===== src/rtl/core_s2_operand_stage.sv =====
// ALU operand-select stage: resolves RAW forwarding, muxes operand sources and
// holds the result in a one-entry valid/ready register, plus a saved-rs2 slot for two-pass atomics.
module core_s2_operand_stage #(
    parameter int XLEN    = 32,
    parameter int NUM_FWD = 2
) (
    input  logic                      clk,
    input  logic                      rst_n,
    input  logic                      in_valid,
    output logic                      in_ready,
    input  logic                      flush,
    input  logic [1:0]                op1_src,
    input  logic [2:0]                op2_src,
    input  logic [XLEN-1:0]           rs1,
    input  logic [XLEN-1:0]           rs2,
    input  logic [4:0]                rs1_idx,
    input  logic [4:0]                rs2_idx,
    input  logic [XLEN-1:0]           current_pc,
    input  logic [XLEN-1:0]           immediate,
    input  logic [XLEN-1:0]           csr_data_out,
    input  logic [XLEN-1:0]           dcache_data_out,
    input  logic                      amo_capture,
    input  logic [NUM_FWD-1:0]        fwd_valid,
    input  logic [NUM_FWD*5-1:0]      fwd_rd_idx,
    input  logic [NUM_FWD*XLEN-1:0]   fwd_data,
    output logic                      out_valid,
    input  logic                      out_ready,
    output logic [XLEN-1:0]           alu_operand_1,
    output logic [XLEN-1:0]           alu_operand_2,
    output logic                      saved_rs2_valid,
    output logic                      src_err
);

    localparam logic [1:0] OP1_RS1    = 2'd0;
    localparam logic [1:0] OP1_PC     = 2'd1;
    localparam logic [1:0] OP1_DCACHE = 2'd2;
    localparam logic [1:0] OP1_ZERO   = 2'd3;

    localparam logic [2:0] OP2_RS2       = 3'd0;
    localparam logic [2:0] OP2_IMM       = 3'd1;
    localparam logic [2:0] OP2_CSR       = 3'd2;
    localparam logic [2:0] OP2_SAVED_RS2 = 3'd3;
    localparam logic [2:0] OP2_CONST4    = 3'd4;

    localparam logic [XLEN-1:0] CONST4_VAL = XLEN'(3'd4);

    logic            out_valid_r;
    logic [XLEN-1:0] op1_r;
    logic [XLEN-1:0] op2_r;
    logic [XLEN-1:0] saved_rs2_r;
    logic            saved_rs2_valid_r;
    logic            src_err_r;

    logic            acc_s;
    logic            in_ready_s;
    logic [XLEN-1:0] rs1_eff_s;
    logic [XLEN-1:0] rs2_eff_s;
    logic [XLEN-1:0] op1_mux_s;
    logic [XLEN-1:0] op2_mux_s;
    logic            op2_err_s;

    // Lowest-index (youngest) matching port wins; x0 is never forwarded.
    function automatic logic [XLEN-1:0] resolve_fwd(
        input logic [4:0]              idx,
        input logic [XLEN-1:0]         reg_val,
        input logic [NUM_FWD-1:0]      v,
        input logic [NUM_FWD*5-1:0]    rd,
        input logic [NUM_FWD*XLEN-1:0] d
    );
        logic [XLEN-1:0] res;
        logic            hit;
        logic            match;
        res = reg_val;
        hit = 1'b0;
        for (int i = 0; i < NUM_FWD; i++) begin
            match = (idx != 5'd0) && v[i] && (rd[i*5 +: 5] == idx);
            res   = (match && !hit) ? d[i*XLEN +: XLEN] : res;
            hit   = hit | match;
        end
        return res;
    endfunction

    // Handshake: in_ready never depends on in_valid.
    always_comb begin
        in_ready_s = ~flush & (~out_valid_r | out_ready);
        acc_s      = in_valid & in_ready_s;
    end

    // Effective register operands after forwarding.
    always_comb begin
        rs1_eff_s = resolve_fwd(rs1_idx, rs1, fwd_valid, fwd_rd_idx, fwd_data);
        rs2_eff_s = resolve_fwd(rs2_idx, rs2, fwd_valid, fwd_rd_idx, fwd_data);
    end

    // Operand 1 source select.
    always_comb begin
        op1_mux_s = '0;
        case (op1_src)
            OP1_RS1:    op1_mux_s = rs1_eff_s;
            OP1_PC:     op1_mux_s = current_pc;
            OP1_DCACHE: op1_mux_s = dcache_data_out;
            OP1_ZERO:   op1_mux_s = '0;
            default:    op1_mux_s = '0;
        endcase
    end

    // Operand 2 source select; SAVED_RS2 reads the pre-capture value.
    always_comb begin
        op2_mux_s = '0;
        op2_err_s = 1'b0;
        case (op2_src)
            OP2_RS2:       op2_mux_s = rs2_eff_s;
            OP2_IMM:       op2_mux_s = immediate;
            OP2_CSR:       op2_mux_s = csr_data_out;
            OP2_SAVED_RS2: begin
                op2_mux_s = saved_rs2_r;
                op2_err_s = ~saved_rs2_valid_r;
            end
            OP2_CONST4:    op2_mux_s = CONST4_VAL;
            default: begin
                op2_mux_s = '0;
                op2_err_s = 1'b1;
            end
        endcase
    end

    // Output valid register: accept sets, drain clears, flush kills.
    always_ff @(posedge clk or negedge rst_n) begin
        if (!rst_n) begin
            out_valid_r <= 1'b0;
        end else if (flush) begin
            out_valid_r <= 1'b0;
        end else if (acc_s) begin
            out_valid_r <= 1'b1;
        end else if (out_ready) begin
            out_valid_r <= 1'b0;
        end else begin
            out_valid_r <= out_valid_r;
        end
    end

    // Operand registers load only on accept, so held operands are stable.
    always_ff @(posedge clk or negedge rst_n) begin
        if (!rst_n) begin
            op1_r <= '0;
            op2_r <= '0;
        end else if (acc_s) begin
            op1_r <= op1_mux_s;
            op2_r <= op2_mux_s;
        end else begin
            op1_r <= op1_r;
            op2_r <= op2_r;
        end
    end

    // Saved rs2 for two-pass atomics; survives consumption, cleared by flush.
    always_ff @(posedge clk or negedge rst_n) begin
        if (!rst_n) begin
            saved_rs2_r       <= '0;
            saved_rs2_valid_r <= 1'b0;
        end else if (flush) begin
            saved_rs2_r       <= '0;
            saved_rs2_valid_r <= 1'b0;
        end else if (acc_s && amo_capture) begin
            saved_rs2_r       <= rs2_eff_s;
            saved_rs2_valid_r <= 1'b1;
        end else begin
            saved_rs2_r       <= saved_rs2_r;
            saved_rs2_valid_r <= saved_rs2_valid_r;
        end
    end

    // Sticky source-error flag, cleared only by reset.
    always_ff @(posedge clk or negedge rst_n) begin
        if (!rst_n) begin
            src_err_r <= 1'b0;
        end else if (acc_s && op2_err_s) begin
            src_err_r <= 1'b1;
        end else begin
            src_err_r <= src_err_r;
        end
    end

    assign in_ready        = in_ready_s;
    assign out_valid       = out_valid_r;
    assign alu_operand_1   = op1_r;
    assign alu_operand_2   = op2_r;
    assign saved_rs2_valid = saved_rs2_valid_r;
    assign src_err         = src_err_r;

endmodule


===== config.mk =====
export PLATFORM = sky130hd
export DESIGN_NAME = core_s2_operand_stage
export DESIGN_NICKNAME = d
export VERILOG_FILES = /design/src/rtl/core_s2_operand_stage.sv
export SDC_FILE = /design/constraint.sdc
export NUM_CORES = 1
export LEC_CHECK = 0
export ABC_AREA = 1
export CELL_PAD_IN_SITES_DETAIL_PLACEMENT = 0
export CELL_PAD_IN_SITES_GLOBAL_PLACEMENT = 1
export CORE_ASPECT_RATIO = 1.25
export CORE_MARGIN = 5
export CORE_UTILIZATION = 31
export CTS_BUF_LIST = sky130_fd_sc_hd__clkbuf_2
export CTS_CLUSTER_SIZE = 16
export DETAILED_ROUTE_END_ITERATION = 6
export PLACE_DENSITY = 0.91
export SYNTH_ARGS = -nofsm -noshare
export SYNTH_HDL_FRONTEND = slang
export SYNTH_SLANG_ARGS = --single-unit

===== constraint.sdc =====
create_clock -name clk -period 3.18 [get_ports clk]
set_input_delay 0.318 -clock clk [delete_from_list [all_inputs] [get_ports clk]]
set_output_delay 0.318 -clock clk [all_outputs]
set_load 0.03 [all_outputs]

# Yosys cells after proc, flatten, opt, wreduce, memory -nomap -nowiden
# Index checks and enable logic that the tools add are counted.
word_totals:
  regBits: 99
  latchBits: 0
  ram_bits: 0
  romBits: 0
  memories: 0
classes:
  add_sub_neg: 0
  multipliers: 0
  div: 0
  n_lt_le_gt_ge: 0
  n_eq_ne: 11
  n_shift: 0
  n_mux: 14
  bitwise_logic: 6
  reduce_logical: 21
ops:
  columns: ["cell", "count"]
  rows:
  - ["$mux W32", 6]
  - ["$pmux W32 S5", 1]
  - ["$pmux W32 S4", 1]
  - ["$eq A5 B5 Y1", 4]
  - ["$logic_and A1 B1 Y1", 12]
  - ["$reduce_bool A5 Y1", 2]
  - ["$eq A3 B2 Y1 const B", 2]
  - ["$mux W1", 5]
  - ["$eq A2 B2 Y1 const B", 2]
  - ["$reduce_or A4 Y1", 1]
  - ["$eq A3 B1 Y1 const B", 1]
  - ["$eq A3 B3 Y1 const B", 1]
  - ["$logic_not A3 Y1", 1]
  - ["$not A1 Y1", 3]
  - ["$reduce_bool A3 Y1", 1]
  - ["$and A1 B1 Y1", 2]
  - ["$eq A2 B1 Y1 const B", 1]
  - ["$logic_not A1 Y1", 2]
  - ["$logic_not A2 Y1", 1]
  - ["$pmux W1 S2", 1]
  - ["$reduce_bool A2 Y1", 1]
  - ["$or A1 B1 Y1", 1]

# Depth between registers and ports, before layout
# Gate-level depths: netlist (run 1).
logic_depth:
  word_depth: 8
  mapped_depth: 16
  mapped_depth_nobuf: 14

# Worst setup path after synthesis (run 1)
# No wires, ideal clock.
synth_path:
  kind: "register to register"
  startpoint: "register out_valid_r, in the netlist out_valid"
  endpoint: "register saved_rs2_r[16]"
  setup_time_ps: 134
  arrival_time_ps: 1927
  required_ps: 3046
  setup_slack_ps: 1119
  path_stages_with_launch: 11
  cell_sequence: "dfrtp_1 > nand2_1 > inv_1 > nor2_1 > nand2_1 > inv_2 > nand2_1 > inv_2 > or2_2 > clkbuf_1 > o21ai_0"
synth_between:
  elab_chain_cells: 6
synth_rtl:
  columns: ["element", "line_no", "text"]
  rows:
  - ["start: declaration", "47", "logic out_valid_r;"]
  - ["start signal: assignment", "138", "out_valid_r <= out_valid_r;"]
  - ["$not A1 Y1", "85", "in_ready_s = ~flush & (~out_valid_r | out_ready);"]
  - ["$or A1 B1 Y1", "85", null]
  - ["$and A1 B1 Y1", "85", null]
  - ["via in_ready", "10", "output logic in_ready,"]
  - ["$and A1 B1 Y1", "86", "acc_s = in_valid & in_ready_s;"]
  - ["$logic_and A1 B1 Y1", "164", "end else if (acc_s && amo_capture) begin"]
  - ["$reduce_bool A2 Y1 (no source line)", null, null]
  - ["end signal: assignment", "165", "saved_rs2_r <= rs2_eff_s;"]
  - ["end signal: assignment", "168", "saved_rs2_r <= saved_rs2_r;"]
  - ["end: declaration", "50", "logic [XLEN-1:0] saved_rs2_r;"]
# The timed path passes the listed nets, and every way through them passes these cells.
# A chain may end at the register's enable or synchronous reset.

# Worst setup path after layout (run 1)
layout_path:
  startpoint: "register out_valid_r, in the netlist out_valid"
  endpoint: "output port in_ready"
layout_between:
  elab_chain_cells: 3
layout_rtl:
  columns: ["element", "line_no"]
  rows:
  - ["$not A1 Y1", "85"]
  - ["$or A1 B1 Y1", "85"]
  - ["$and A1 B1 Y1", "85"]
  - ["end: declaration", "10"]
# Every way passes these cells.

==> flow_summary.json, run 1 <==
{
  "drc": 0,
  "place_area_um2": 11600,
  "finalNetCount": 1836,
  "status": "finished clean",
  "dp_hpwl_um": 27900,
  "synthCells": 1236,
  "seq_area_frac_synth_pct": 32.0,
  "clockPowerShare_pct": 17.3,
  "dieWidth_um": 151,
  "r2r-end": "alu_operand_1[1]",
  "cellLeakagePower_nw": 5.77,
  "first_global_vias": 9279,
  "cts_resized": 0,
  "fmax_ghz": 0.429,
  "fin_crit_sh_pct": 73.3,
  "synth_top_area_share_pct": 32.0,
  "yosys-top-cells-area": "dfrtp_1 (32%), nand2_1 (17%), nand3_1 (15%), inv_1 (10%), nor2_1 (3.8%)",
  "period_needed_ns": 2.33,
  "gr-total-overflow": 0,
  "reg2regPathDepth": 8,
  "grt_pass1_wl_um": 54300,
  "cts_tree": "done",
  "cts_made_buffers": 9,
  "ant_nets": 0,
  "worstMarginPinSlew_ns": 0.796,
  "netlist_area_um2": 7740,
  "area_growth_pct": 51.1,
  "worstSetupStartpointType": "flop",
  "power_density_nw_per_um2": 320,
  "rows": 64,
  "fin_skew_ns": 0.0347,
  "vias": 9346,
  "setup_tns_ns": 0,
  "grt_usage_pct": 24.8,
  "die_h_um": 187,
  "synth_nets": 1525,
  "die-area_um2": 28300,
  "clk_latency_ns": 0.64,
  "p_sw_share_pct": 38.8,
  "io_buffers": 356,
  "synth_top_area_cell": "dfrtp_1",
  "regToRegSetupSlack_ns": 0.92,
  "post_drt_via_cell_ratio": 4.94,
  "cts-htree-levels": 3,
  "layout-drive-gt1-share_pct": 5.99,
  "cts.sinks": 99,
  "slew_viol_final": 0,
  "p_int_mw": 2.29,
  "grt_max_degree": 66,
  "antenna_found_initial": 8,
  "synth_seq_cells": 99,
  "critical_path_arrival_ns": 2.01,
  "drt_iter0_markers": 620,
  "final_cell_mix": "clkdlybuf4s50_1 (355), nand2_1 (341), nand3_1 (230), inv_1 (214), dfrtp_1 (99)",
  "finalInstanceArea_um2": 11700,
  "setup_viol": 0,
  "gp_congestion": 0.936,
  "synth.distinct_cells": 25,
  "initial_utilization_pct": 31.5,
  "dp_cells": 1865,
  "syn_area_per_cell_um2": 6.27,
  "cp_max_fo": 2,
  "switchingPower_mw": 1.45,
  "cp-end-kind": "primary output",
  "clkTransAtPathRegs_ns": 0.34,
  "pwr-share-comb_pct": 42.7,
  "layout.cells.most_common": "clkdlybuf4s50_1",
  "maxCapViolCount": 0,
  "worstReg2RegStart": "out_valid",
  "vdd_ir_drop_max_mv": 0.204,
  "required_ns": 2.86,
  "power_mw": 3.74,
  "clock-root-buffer": "clkbuf_2",
  "routed_wl_um": 36100,
  "yosys_warnings": 0,
  "finalHoldViolations": 0,
  "critical_path_class": "flop to primary output",
  "ios": 357,
  "maxSlewHeadroom_pct": 46.9,
  "wl_per_cell_um": 19.1,
  "final_cells": 1890,
  "hold_class": "input port to asynchronous set/reset pin",
  "firstDrtPassIters": 7,
  "pwr-share-seq_pct": 40.1,
  "cts_buffer_depth": 2,
  "core_um2": 24600,
  "rsz0062_at_grt": "false"
}
==> worst max path at each step <==
stage	endpoint	depth (start not counted)	slack (ns)	from
floorplan	saved_rs2_r[16]	10	1.12	out_valid
global route	in_ready	4	0.69	out_valid
global placement	alu_operand_2[4]	16	0.54	rs2_idx[3]
finish	in_ready	4	0.85	out_valid
CTS	in_ready	4	0.77	out_valid
detailed placement	alu_operand_2[4]	14	0.53	rs2_idx[0]
==> through the flow <==
step           util [%]  setup slack [ns]  hold WS, ns
2_1_floorplan         -              1.12       0.0224
3_3_place_gp       47.1             0.536        0.395
3_5_place_dp       47.1             0.532        0.389
4_1_cts            47.5             0.770        0.159
5_1_grt            47.6             0.693        0.187
6_report           47.6             0.850        0.175
==> critical path, cell delays in order (launching register included) <==
cell,delay (ns)
dfrtp_1,0.46
nand2_1,0.07
inv_1,0.04
nor2_1,0.14
clkdlybuf4s50_1,0.70
==> state kept, by name (all words and copies together), names as in the netlist <==
name             cells
alu_operand_1       32
alu_operand_2       32
saved_rs2_r         32
out_valid            1
saved_rs2_valid      1
src_err              1
==> kinds of logic after synthesis <==
group                  after synthesis  share of synthesized area, %
AO/OA/AOI/OAI                      136                          13.0
XOR/XNOR                             2                         0.226
buffers and inverters              301                          15.8
flip-flops                          99                          32.0
AND/OR/NAND/NOR                    698                          39.1
==> routing by layer <==
layer / vias up / part of all wire [%] / GRT usage (%) / wire [µm]
li1: 4569 / - / - / -
met1: 4272 / 41 / 32.4 / 14700
met2: 447 / 49 / 40.8 / 17500
met3: 58 / 7.6 / 3.81 / 2740
met4: 0 / 3.1 / 9.80 / 1140
met5: - / 0 / 0 / 0
==> what timing repair did <==
item / 4_1_cts / 5_1_grt
buffers inserted: 0 / 0
hold buffers: 1 / 0
endpoints found under the setup margin: 0 / 0
hold endpoints to repair: 43 / 0
==> cell usage after synthesis <==
| library cell | n |
|---|---|
| nand2_1 | 343 |
| nand3_1 | 230 |
| inv_1 | 214 |
| dfrtp_1 | 99 |
| nor2_1 | 79 |
| clkbuf_1 | 42 |
| or2_2 | 34 |
| a311oi_1 | 32 |
| a221oi_1 | 31 |
| buf_2 | 31 |
| a21boi_1 | 30 |
| o21ai_1 | 28 |
| buf_6 | 7 |
| inv_2 | 7 |
| o21ai_0 | 6 |
| nor2_2 | 4 |
| a21oi_1 | 3 |
| nand4_1 | 3 |
| o22ai_1 | 3 |
| a21boi_0 | 2 |
| nand2_2 | 2 |
| nor3_1 | 2 |
| xnor2_1 | 2 |
| a21o_1 | 1 |
| nor2_4 | 1 |
==> power groups by stage <==
stage / logic (mW) / clock network (mW) / registers (mW)
2_1_floorplan: 0.501 / 0 / 1.75
3_3_place_gp: 1.59 / 0 / 1.52
3_5_place_dp: 1.60 / 0 / 1.52
4_1_cts: 1.60 / 0.662 / 1.50
5_1_grt: 1.71 / 0.717 / 1.52
6_report: 1.60 / 0.646 / 1.50
==> layout make-up <==
| type | instances | area (µm²) |
|---|---|---|
| fill | 2552 | 12900 |
| timing repair buffer | 380 | 3790 |
| clock buffer | 9 | 45.0 |
| tap | 330 | 413 |
| clock inverter | 7 | 60.1 |
| inverter | 221 | 830 |
| antenna | 8 | 20.0 |
| multi-input combinational | 836 | 4070 |
| sequential | 99 | 2480 |
Note: power is estimated with default switching activity, not from simulation.
==> run 2: changes to the inputs <==
CORE_UTILIZATION = 26   (was 31)
PLACE_DENSITY = 0.81   (was 0.91)
clock period = 1.87 ns   (was 3.18 ns; I/O delays follow)
==> run 2 against run 1 <==
  * Critical path depth fell by 3
  * Sequential share of layout area fell by 0.82 points
  * Final area rose by 4.0%
  * Clock skew rose by 0.0048 ns
  * Hold slack got worse by 0.12 ns
  * Largest power group unchanged
  * Highest routed layer is now met5
  * Clock power rose by 67%
==> flow_summary.json, run 2 (same netlist as run 1, synthesis figures left out) <==
{
  "slowest_delay_ns": 0.49,
  "gp_congestion": 0.943,
  "die_h_um": 203,
  "post_drt_via_cell_ratio": 4.74,
  "crit_family": "buffers and inverters",
  "grt_usage_pct": 21.9,
  "slew_viol_final": 0,
  "hold_class": "input port to asynchronous set/reset pin",
  "dp_hpwl_um": 30300,
  "fin_crit_sh_pct": 95.0,
  "grt_max_degree": 93,
  "cts_buffer_depth": 2,
  "fmax_ghz": 0.563,
  "pre_cts_ws_ns": -0.365,
  "ios": 357,
  "period_needed_ns": 1.78,
  "rows": 70,
  "power_mw": 6.29,
  "io_buffers": 356,
  "power_density_nw_per_um2": 517,
  "antenna_found_initial": 13,
  "routed_wl_um": 37800,
  "cts-htree-levels": 3,
  "wl_per_cell_um": 19.0,
  "finalNetCount": 1873,
  "cp_max_fo": 2,
  "required_ns": 1.68,
  "vias": 9463,
  "post-cts-setup-buffer-count": 0,
  "final_cell_mix": "nand2_1 (341), clkdlybuf4s50_1 (287), nand3_1 (230), inv_1 (214), dfrtp_1 (99)",
  "layout-drive-gt1-share_pct": 8.24,
  "critical_path_class": "flop to primary output",
  "clkTransAtPathRegs_ns": 0.32,
  "maxSlewHeadroom_pct": 62.9,
  "setup_slack_ns": 0.0935,
  "worstSetupStartpointType": "flop",
  "slowest_stage": "dlygate4sd2_1",
  "die-area_um2": 33400,
  "dieWidth_um": 164,
  "critical_path_arrival_ns": 1.59,
  "ant_nets": 0,
  "first_global_vias": 9524,
  "finalHoldViolations": 0,
  "area_growth_pct": 57.2,
  "layout.cells.most_common": "nand2_1",
  "cp_num_buf_inv": 1,
  "gr-total-overflow": 0,
  "cellLeakagePower_nw": 6.17,
  "cts_made_buffers": 9,
  "cts.sinks": 99,
  "clock-root-buffer": "clkbuf_2",
  "drc": 0,
  "core_um2": 29300,
  "grt_pass1_wl_um": 56100,
  "clk_latency_ns": 0.67,
  "crit_chain": "dlygate4sd2_1",
  "drt_iter0_markers": 858,
  "setup_viol": 0,
  "cp-end-kind": "primary output",
  "rsz0062_at_grt": "false",
  "vdd_ir_drop_max_mv": 0.231,
  "initial_utilization_pct": 26.4,
  "cts_tree": "done",
  "maxCapViolCount": 0,
  "filler_cell_count": 3192,
  "worstMarginPinSlew_ns": 0.557,
  "status": "finished clean",
  "fin_skew_ns": 0.0395,
  "firstDrtPassIters": 5
}
-- run 2: final cells by class --
class	count	area (µm²)	share of cell area (%)
multi-input cells	836	4070	33.5
repair buffers	417	4170	34.2
clock inverters	7	60.1	0.493
well taps	396	495	4.07
diodes	12	30.0	0.247
clock buffers	9	45.0	0.370
inverters	221	830	6.81
flip-flops and latches	99	2480	20.3
-- run 2: metrics by stage --
step | hold WS (ns) | area [µm²] | utilization [%] | std cells | TNS (ns)
global route | 0.0505 | 12200 | 41.5 | 1996 | 0
detailed placement | 0.0229 | 12100 | 41.3 | 1967 | -23.76
finish | 0.0583 | 12200 | 41.5 | 1997 | 0
global placement | 0.0250 | 12100 | 41.3 | 1967 | -25.03
floorplan | -0.109 | 7750 | - | 1236 | 0
CTS | 0.0259 | 12100 | 41.4 | 1985 | 0
-- run 2: power by group --
group	leakage, nW	total, mW	switching (mW)	internal, mW
Sequential	1.26	2.54	0.145	2.39
Combinational	4.85	2.67	1.45	1.22
Clock	0.0636	1.08	0.882	0.200
-- run 2: routing by layer --
metal / GRT usage, % / share of wire [%] / wire length (µm) / vias to the layer above
li1: - / - / - / 4642
met2: 35.6 / 48 / 18200 / 410
met3: 4.55 / 6.9 / 2600 / 73
met4: 10.6 / 3.8 / 1450 / 4
met1: 27.7 / 41 / 15600 / 4334
met5: 0 / 0.055 / 21 / -
-- run 2: repair_timing --
item                                    4_1_cts  5_1_grt
gates resized for setup                      69        1
hold buffers                                  2        0
endpoints found under the hold margin        99        0
endpoints found under the setup margin       68        1
-- run 2: final timing paths --
kind                                endpoint               from  slack [ns]  cells after the start
max in group asynchronous  alu_operand_2[14]              rst_n        1.14                      3
min reg2reg                          src_err            src_err        0.50                      1
min in group clk                   out_valid           in_valid        0.10                      3
max                        alu_operand_2[16]  alu_operand_2[16]        0.09                      1
min                         alu_operand_2[7]              rst_n        0.06                      3
max reg2reg                 alu_operand_1[2]          out_valid        0.21                      8
==> run 3: changes to the inputs <==
ABC_AREA = default   (was 1)
CORE_UTILIZATION = 28   (was 26)
PLACE_DENSITY = 0.8   (was 0.81)
REMOVE_ABC_BUFFERS = 1   (was default)
==> run 3 against run 2 <==
  * The flow now finishes with violations (setup timing)
  * Critical endpoint is now alu_operand_2[26]
  * Area after synthesis rose by 4.5%
  * Critical path type is now input port to flop
  * First-iteration DRC count fell by 11%
  * Combinational power rose by 19%
  * Power rose by 8.8%
==> flow_summary.json, run 3 <==
{
  "finalHoldViolations": 0,
  "drc": 0,
  "die-area_um2": 32400,
  "synthArstFlopShare_pct": 100,
  "first_global_vias": 10000,
  "cts_buffer_depth": 2,
  "final_cell_mix": "clkdlybuf4s50_1 (284), dfrtp_1 (99), mux2i_1 (93), nand2_1 (67), dlygate4sd2_1 (67)",
  "grt_usage_pct": 23.0,
  "hold_class": "input port to flop",
  "fin_crit_sh_pct": 102,
  "yosys-top-cells-area": "dfrtp_1 (31%), mux2i_1 (12%), o211ai_1 (5.8%), o31ai_1 (5.8%), o221a_1 (4.3%)",
  "post_drt_via_cell_ratio": 5.85,
  "violations": "setup timing",
  "maxSlewHeadroom_pct": 67.1,
  "cp-end-kind": "flop",
  "cts_made_buffers": 9,
  "worstReg2RegStart": "out_valid",
  "crit_start": "rs2_idx[1]",
  "holdWs_ns": 0.101,
  "status": "finished with violations",
  "cts-htree-levels": 3,
  "rsz0062_at_grt": "true",
  "yosys_warnings": 0,
  "die_h_um": 200,
  "synth_most_common_cell": "dfrtp_1",
  "slew_viol_final": 0,
  "period_needed_ns": 1.91,
  "ios": 357,
  "io_buffers": 356,
  "setup_slack_ns": -0.0444,
  "layout-drive-gt1-share_pct": 11.3,
  "area_growth_pct": 58.8,
  "routed_wl_um": 39100,
  "maxCapViolCount": 0,
  "grt_max_degree": 53,
  "core_um2": 28500,
  "ant_nets": 0,
  "cellLeakagePower_nw": 4.91,
  "cts_tree": "done",
  "gr-total-overflow": 0,
  "clk_latency_ns": 0.65,
  "synth.distinct_cells": 47,
  "netlist_area_um2": 8090,
  "fmax_ghz": 0.522,
  "worstHoldStart": "op2_src[0]",
  "seq_area_frac_synth_pct": 30.6,
  "syn_area_per_cell_um2": 8.59,
  "clock-root-buffer": "clkbuf_2",
  "fin_skew_ns": 0.0337,
  "rows": 69,
  "synthTopCellsByCount": "dfrtp_1 (99), mux2i_1 (93), nand2_1 (70)",
  "synth_edf_count": 0,
  "clkTransAtPathRegs_ns": 0.26,
  "worstMarginPinSlew_ns": 0.493,
  "pre_cts_ws_ns": -0.696,
  "initial_utilization_pct": 28.4,
  "ys.flop_type": "dfrtp_1",
  "vias": 9656,
  "wl_per_cell_um": 23.7,
  "synth_seq_cells": 99,
  "power_density_nw_per_um2": 533,
  "grt_pass1_wl_um": 58200,
  "critical_path_arrival_ns": 2.47,
  "synth_top_area_cell": "dfrtp_1",
  "vdd_ir_drop_max_mv": 0.292,
  "required_ns": 2.42,
  "critical_path_class": "input port to flop",
  "cts.sinks": 99,
  "finalNetCount": 1583,
  "setup_tns_ns": -0.0876,
  "synth_top_area_share_pct": 30.6,
  "setup_viol": 3,
  "antenna_found_initial": 2,
  "drt_iter0_markers": 760,
  "firstDrtPassIters": 6,
  "worstSetupStartpointType": "input port",
  "dieWidth_um": 162,
  "synthCells": 942,
  "layout.cells.most_common": "clkdlybuf4s50_1",
  "gp_congestion": 0.837,
  "dp_hpwl_um": 29200,
  "cp_max_fo": 32
}
[run 3: final timing paths]
| path | end | slack, ns | depth (start not counted) |
|---|---|---|---|
| hold reg to reg | src_err | 0.50 | 1 |
| hold / removal | src_err | 0.10 | 4 |
| max in group asynchronous | saved_rs2_r[21] | 0.87 | 4 |
| setup / recovery | alu_operand_2[26] | -0.04 | 7 |
| min in group asynchronous | alu_operand_1[10] | 0.69 | 4 |
| setup reg to reg | saved_rs2_r[10] | 0.12 | 7 |
[run 3: layout make-up]
cell class | count | area [µm²]
Clock inverter | 1 | 30.0
Fill cell | 2836 | 15600
Sequential cell | 99 | 2480
Timing Repair Buffer | 448 | 4540
Tap cell | 355 | 444
Clock buffer | 10 | 50.0
Antenna cell | 1 | 2.50
Inverter | 5 | 18.8
Multi-Input combinational cell | 731 | 5290
[run 3: cell families (layout without fill, tap and decap cells)]
| group | Yosys count | count (layout) | share of synthesized area, % |
|---|---|---|---|
| AO/OA/AOI/OAI | 327 | 327 | 31.2 |
| multiplexers | 94 | 94 | 11.6 |
| AND/OR/NAND/NOR | 290 | 290 | 18.3 |
| XOR/XNOR | 20 | 20 | 2.16 |
| flip-flops | 99 | 99 | 30.6 |
| other | 0 | 1 | 0 |
| buffers and inverters | 112 | 464 | 6.09 |
[run 3: stage by stage]
step	instance area, µm²	instances	utilization, %	power, mW
global placement	12700	1635	44.7	5.94
global route	12900	1650	45.1	7.20
floorplan	7620	835	-	4.07
CTS	12800	1649	44.8	6.90
finish	12900	1650	45.1	6.85
detailed placement	12700	1635	44.7	5.97
[run 3: critical path: stages]
cell,delay (ns)
clkdlybuf4s50_1,0.49
xor2_1,0.20
or4b_2,0.68
buf_12,0.22
o31ai_1,0.33
a31oi_1,0.13
o221a_1,0.21
[run 3: report_power, final]
| part | total, mW | switching (mW) | internal [mW] |
|---|---|---|---|
| registers | 2.61 | 0.174 | 2.43 |
| clock network | 1.07 | 0.795 | 0.278 |
| logic | 3.17 | 1.70 | 1.47 |
[run 3: what timing repair did]
item,4_1_cts,5_1_grt
hold buffers,2,0
gates resized for setup,72,16
endpoints found under the hold margin,99,0
cloned,0,0
setup endpoints to repair,68,16
buffers inserted,1,0
[run 3: layer usage]
layer	part of all wire (%)	vias up	wire, µm	global-route usage, %
met1	38	4725	14900	26.8
met5	0.033	-	13	0
met3	7.8	74	3040	5.42
met4	2.4	2	935	7.52
met2	52	500	20100	41.7
li1	-	4355	-	-
